**config.mk**
```make
export PLATFORM = sky130hd
export DESIGN_NAME = multicycle_ctrl
export DESIGN_NICKNAME = d
export VERILOG_FILES = /design/src/rtl/multicycle_ctrl.sv
export SDC_FILE = /design/constraint.sdc
export NUM_CORES = 1
export LEC_CHECK = 0
export ABC_AREA = 1
export BUFFER_PORTS_ARGS = -buffer_cell sky130_fd_sc_hd__buf_2
export CAP_MARGIN = 20
export CORE_AREA = 2 2 39 41
export DETAILED_ROUTE_END_ITERATION = 10
export DIE_AREA = 0 0 41 43
export GPL_TIMING_DRIVEN = 0
export MAX_ROUTING_LAYER = met4
export PLACE_DENSITY = 0.73
export SLEW_MARGIN = 40
export SYNTH_ARGS = -nofsm -noshare
export SYNTH_HDL_FRONTEND = slang
export SYNTH_SLANG_ARGS = --single-unit
```
**constraint.sdc**
```tcl
create_clock -name clk -period 1.1 [get_ports clk]
set_input_delay 0.11 -clock clk [delete_from_list [all_inputs] [get_ports clk]]
set_output_delay 0.11 -clock clk [all_outputs]
set_load 0.02 [all_outputs]
```
**src/rtl/multicycle_ctrl.sv**
```systemverilog
// Main control FSM for the multi-cycle MIPS datapath.
// Sequences fetch, decode, execute, memory and writeback, driving the datapath
// enables/selects and the 2-bit alu_op consumed by Alu_ctrl.
//
// Ports:
//   clk, rst          clock (rising edge), synchronous active-high reset
//   opcode            instr[31:26] from the instruction register
//   zero              ALU zero flag, qualifies pc_write_cond into pc_en
//   mem_ready         memory handshake (only with MULTI_CTRL_STALL_EN)
//   pc_write .. pc_src  datapath controls, decoded from the state register
//   pc_en             pc_write | (pc_write_cond & zero), combinational
//   illegal_op        high during DECODE when the opcode is undefined
//   state_o           current state, for debug
//
// Build option: MULTI_CTRL_STALL_EN makes FETCH, MEMRD and MEMWR wait for
// mem_ready; PC and IR load only on the ready cycle of FETCH.
module multicycle_ctrl #(
    parameter int unsigned OP_W = 6,
    parameter int unsigned ST_W = 4
) (
    input  logic            clk,
    input  logic            rst,
    input  logic [OP_W-1:0] opcode,
    input  logic            zero,
    input  logic            mem_ready,
    output logic            pc_write,
    output logic            pc_write_cond,
    output logic            pc_en,
    output logic            iord,
    output logic            mem_read,
    output logic            mem_write,
    output logic            ir_write,
    output logic            mem_to_reg,
    output logic            reg_dst,
    output logic            reg_write,
    output logic            alu_src_a,
    output logic [1:0]      alu_src_b,
    output logic [1:0]      alu_op,
    output logic [1:0]      pc_src,
    output logic            illegal_op,
    output logic [ST_W-1:0] state_o
);

    typedef enum logic [ST_W-1:0] {
        S_RST    = ST_W'(0),
        S_FETCH  = ST_W'(1),
        S_DECODE = ST_W'(2),
        S_MEMADR = ST_W'(3),
        S_MEMRD  = ST_W'(4),
        S_MEMWB  = ST_W'(5),
        S_MEMWR  = ST_W'(6),
        S_EXEC   = ST_W'(7),
        S_ALUWB  = ST_W'(8),
        S_BRANCH = ST_W'(9),
        S_ADDIEX = ST_W'(10),
        S_ADDIWB = ST_W'(11),
        S_JUMP   = ST_W'(12)
    } state_t;

    localparam logic [OP_W-1:0] OP_RTYPE = OP_W'(6'b000000);
    localparam logic [OP_W-1:0] OP_LW    = OP_W'(6'b100011);
    localparam logic [OP_W-1:0] OP_SW    = OP_W'(6'b101011);
    localparam logic [OP_W-1:0] OP_BEQ   = OP_W'(6'b000100);
    localparam logic [OP_W-1:0] OP_ADDI  = OP_W'(6'b001000);
    localparam logic [OP_W-1:0] OP_J     = OP_W'(6'b000010);

    state_t state, state_next;
    logic   ready;

`ifdef MULTI_CTRL_STALL_EN
    assign ready = mem_ready;
`else
    // Handshake ignored: memory always completes in one cycle.
    logic unused_mem_ready;
    assign unused_mem_ready = mem_ready;
    assign ready            = 1'b1;
`endif

    // State register.
    always_ff @(posedge clk) begin
        if (rst) state <= S_RST;
        else     state <= state_next;
    end

    // Next-state and Moore output decode.
    always_comb begin
        state_next    = S_RST;
        pc_write      = 1'b0;
        pc_write_cond = 1'b0;
        iord          = 1'b0;
        mem_read      = 1'b0;
        mem_write     = 1'b0;
        ir_write      = 1'b0;
        mem_to_reg    = 1'b0;
        reg_dst       = 1'b0;
        reg_write     = 1'b0;
        alu_src_a     = 1'b0;
        alu_src_b     = 2'b00;
        alu_op        = 2'b00;
        pc_src        = 2'b00;
        illegal_op    = 1'b0;
        case (state)
            S_RST: state_next = S_FETCH;
            S_FETCH: begin
                mem_read   = 1'b1;
                alu_src_b  = 2'b01;
                // PC/IR load only once, on the cycle the fetch completes.
                pc_write   = ready;
                ir_write   = ready;
                state_next = ready ? S_DECODE : S_FETCH;
            end
            S_DECODE: begin
                alu_src_b = 2'b11;
                case (opcode)
                    OP_LW, OP_SW: state_next = S_MEMADR;
                    OP_RTYPE:     state_next = S_EXEC;
                    OP_BEQ:       state_next = S_BRANCH;
                    OP_ADDI:      state_next = S_ADDIEX;
                    OP_J:         state_next = S_JUMP;
                    default: begin
                        state_next = S_FETCH;
                        illegal_op = 1'b1;
                    end
                endcase
            end
            S_MEMADR: begin
                alu_src_a  = 1'b1;
                alu_src_b  = 2'b10;
                state_next = (opcode == OP_SW) ? S_MEMWR : S_MEMRD;
            end
            S_MEMRD: begin
                mem_read   = 1'b1;
                iord       = 1'b1;
                state_next = ready ? S_MEMWB : S_MEMRD;
            end
            S_MEMWB: begin
                reg_write  = 1'b1;
                mem_to_reg = 1'b1;
                state_next = S_FETCH;
            end
            S_MEMWR: begin
                mem_write  = 1'b1;
                iord       = 1'b1;
                state_next = ready ? S_FETCH : S_MEMWR;
            end
            S_EXEC: begin
                alu_src_a  = 1'b1;
                alu_op     = 2'b10;
                state_next = S_ALUWB;
            end
            S_ALUWB: begin
                reg_write  = 1'b1;
                reg_dst    = 1'b1;
                state_next = S_FETCH;
            end
            S_BRANCH: begin
                alu_src_a     = 1'b1;
                alu_op        = 2'b01;
                pc_write_cond = 1'b1;
                pc_src        = 2'b01;
                state_next    = S_FETCH;
            end
            S_ADDIEX: begin
                alu_src_a  = 1'b1;
                alu_src_b  = 2'b10;
                state_next = S_ADDIWB;
            end
            S_ADDIWB: begin
                reg_write  = 1'b1;
                state_next = S_FETCH;
            end
            S_JUMP: begin
                pc_write   = 1'b1;
                pc_src     = 2'b10;
                state_next = S_FETCH;
            end
            default: state_next = S_RST;
        endcase
    end

    assign pc_en   = pc_write | (pc_write_cond & zero);
    assign state_o = state;

endmodule
```
==> metrics.md <==
| Metric | Value |
|---|---|
| Outcome | `finished with violations` |
| Failing checks | `setup timing` |
| Fin util | `81.5%` |
| Port bufs | `30` |
| GPL Wtd Cong | `0.744` |
| Worst vdd ir | `0.574 mV` |
| Worst-path clk slew | `0.04 ns` |
| Crit start category | `flop` |
| 1st-iter DRT viols | `35` |
| Synth Warn # | `0` |
| Slew @ Worst Pin | `0.244 ns` |
| Global-route wire length before repair | `3210 um` |
| Max-slew violation count | `0` |
| Net count after synthesis | `95` |
| Max Clock Skew | `0.00570 ns` |
| Clk root buf | `clkbuf_4` |
| Largest net degree at the start of global routing | `7` |
| Synthesized flop and latch total | `4` |
| Core area | `0.00138 mm^2` |
| DR WL/cell | `16.3 um` |
| Worst Setup End Kind | `output pin` |
| Die H | `43 um` |
| Die area | `0.00176 mm^2` |
| Max FFs per register | `4` |
| Num CTS Buffers | `3` |
| # hold bufs at CTS | `0` |
| Max Root-Sink Buffers | `2` |
| Detailed Routing Iterations Pass 1 | `4` |
| Vias per Instance | `5.26` |
| Hold Violations, Final | `0` |
| Area delta synth->final | `152%` |
| RSZ-0062 raised after global routing | `true` |
| Period utilization | `129%` |
| Post-DRT Antenna Nets | `0` |
| Hold Slack | `0.0623 ns` |
| Post-Synthesis Cell Area | `448 um^2` |
| Post-route DRC violation count | `0` |
| Final setup viols | `21` |
| Worst endpoint required time | `0.99 ns` |
| Worst setup path class | `reg -> out` |
| Max Cap Viol | `0` |
| Setup WS post-layout | `-0.317 ns` |
| Hold WC Path Type | `in -> reg` |
| WP data arrival | `1.31 ns` |
| Share of the synthesized area in the top cell type | `17.9%` |
| Via Count | `795` |
| CTS tree | `yes` |
| Sum Neg Setup Slack | `-4.42 ns` |
| Placed Cells | `131` |
| Clock Latency Late Sink | `0.25 ns` |
| Slew margin rel. | `83.7%` |
| P_leak | `0.000591 uW` |
| Final net count | `147` |
| Clk sinks | `4` |
| Row count | `14` |
| Synth cell types | `14` |
| Ports | `32` |
| Syn_area_per_cell | `5.27 um^2` |
| Layout cells sized above 1 | `74.1%` |
| Fmax | `706 MHz` |
| GR Util All Layers | `28.3%` |
| Total power | `967 uW` |
| Post-route insts no fill | `151` |
| Initial antenna violation count | `0` |
| Die width | `41 um` |
| Leading area contributor after synthesis | `dfxtp_1` |
| Post-layout min period | `1.42 ns` |
| Pwr per Cell Area | `857 mW/mm^2` |
| Initial Util | `32.4%` |
| H-tree depth | `1` |
| Final antenna diode count | `0` |
| Mapped Cells | `85` |
| Total routed wirelength | `2460 um` |
| DP HPWL | `1010 um` |
| Sequential area share after synthesis | `17.9%` |
| Number of global-route vias before repair | `743` |
| Grt total ovfl | `0` |
| Critical-path maximum fanout | `3` |
| Top cells by area, synth | `dfxtp_1, nor2_1, nand3_1, inv_1, nand2_1` |
==> final timing paths <==
kind              startpoint         end  slack [ns]  depth (start not counted)
setup / recovery  state_o[2]   reg_write       -0.32                          7
hold / removal           rst  state_o[0]        0.06                          2
setup reg to reg  state_o[3]  state_o[1]       -0.06                          7
hold reg to reg   state_o[1]  state_o[3]        0.76                          4
==> synth_stat cells (all sizes together) <==
cell type and n:
nand2 16, nor2 21, inv 19, nor3 2, a21oi 6, dfxtp 4
o21ai 4, nand3 12, buf 1
==> per-stage QoR <==
step                instance area [um^2]  setup WS (ns)
floorplan                            502         -0.148
global placement                     672         -0.136
detailed placement                   672         -0.149
CTS                                  972         -0.220
global route                        1130         -0.382
finish                              1130         -0.317
==> logic make-up (layout without fill, tap and decap cells) <==
group,count (synthesis),count (layout),synth area share [%]
and+or+nand+nor,51,51,53.4
DFF,4,4,17.9
buffers and inverters,20,70,17.6
AOI/OAI and AO/OA,10,10,11.2
==> placed cells by master, fill, tap and decap left out, drive strengths merged <==
cell	count
nand3	12
o21ai	4
a21oi	6
nand2	16
nor3	2
clkbuf	3
inv	19
dfxtp	4
nor2	21
buf	48
==> cell type report <==
cell class | count | area (um^2)
buffer | 1 | 11.3
inverter | 19 | 96.3
fill | 70 | 256
timing repair buffer | 47 | 394
sequential | 4 | 95.1
clock buffer | 3 | 22.5
tap | 16 | 20.0
multi-input combinational | 61 | 488
==> power by group <==
| group | total [uW] | switching (uW) | internal (uW) |
|---|---|---|---|
| sequential | 193 | 36.7 | 156 |
| combinational | 569 | 323 | 246 |
| clock | 205 | 81.2 | 123 |
| total | 967 | 441 | 525 |
==> per-layer routing <==
layer | GRT usage (%) | wire length, um | up-vias
li1 | - | - | 366
met4 | 23.3 | 116 | 0
met1 | 26.0 | 965 | 356
met5 | - | 0 | -
met3 | 7.85 | 175 | 12
met2 | 45.0 | 1200 | 61
==> timing repair <==
item / in CTS / in global routing
setup endpoints to repair: 19 / 22
hold endpoints to repair: 0 / 0
pin swaps: 13 / 10
gates resized for setup: 61 / 33
setup buffers: 13 / 8
==> critical path: stages (launching register included) <==
cell and delay [ns]:
dfxtp_4 0.38, inv_6 0.05, nor2_4 0.12, inv_4 0.07, nor3_4 0.16, nor2_2 0.06
o21ai_2 0.06, buf_6 0.14
Note: power is estimated with default switching activity, not from simulation.
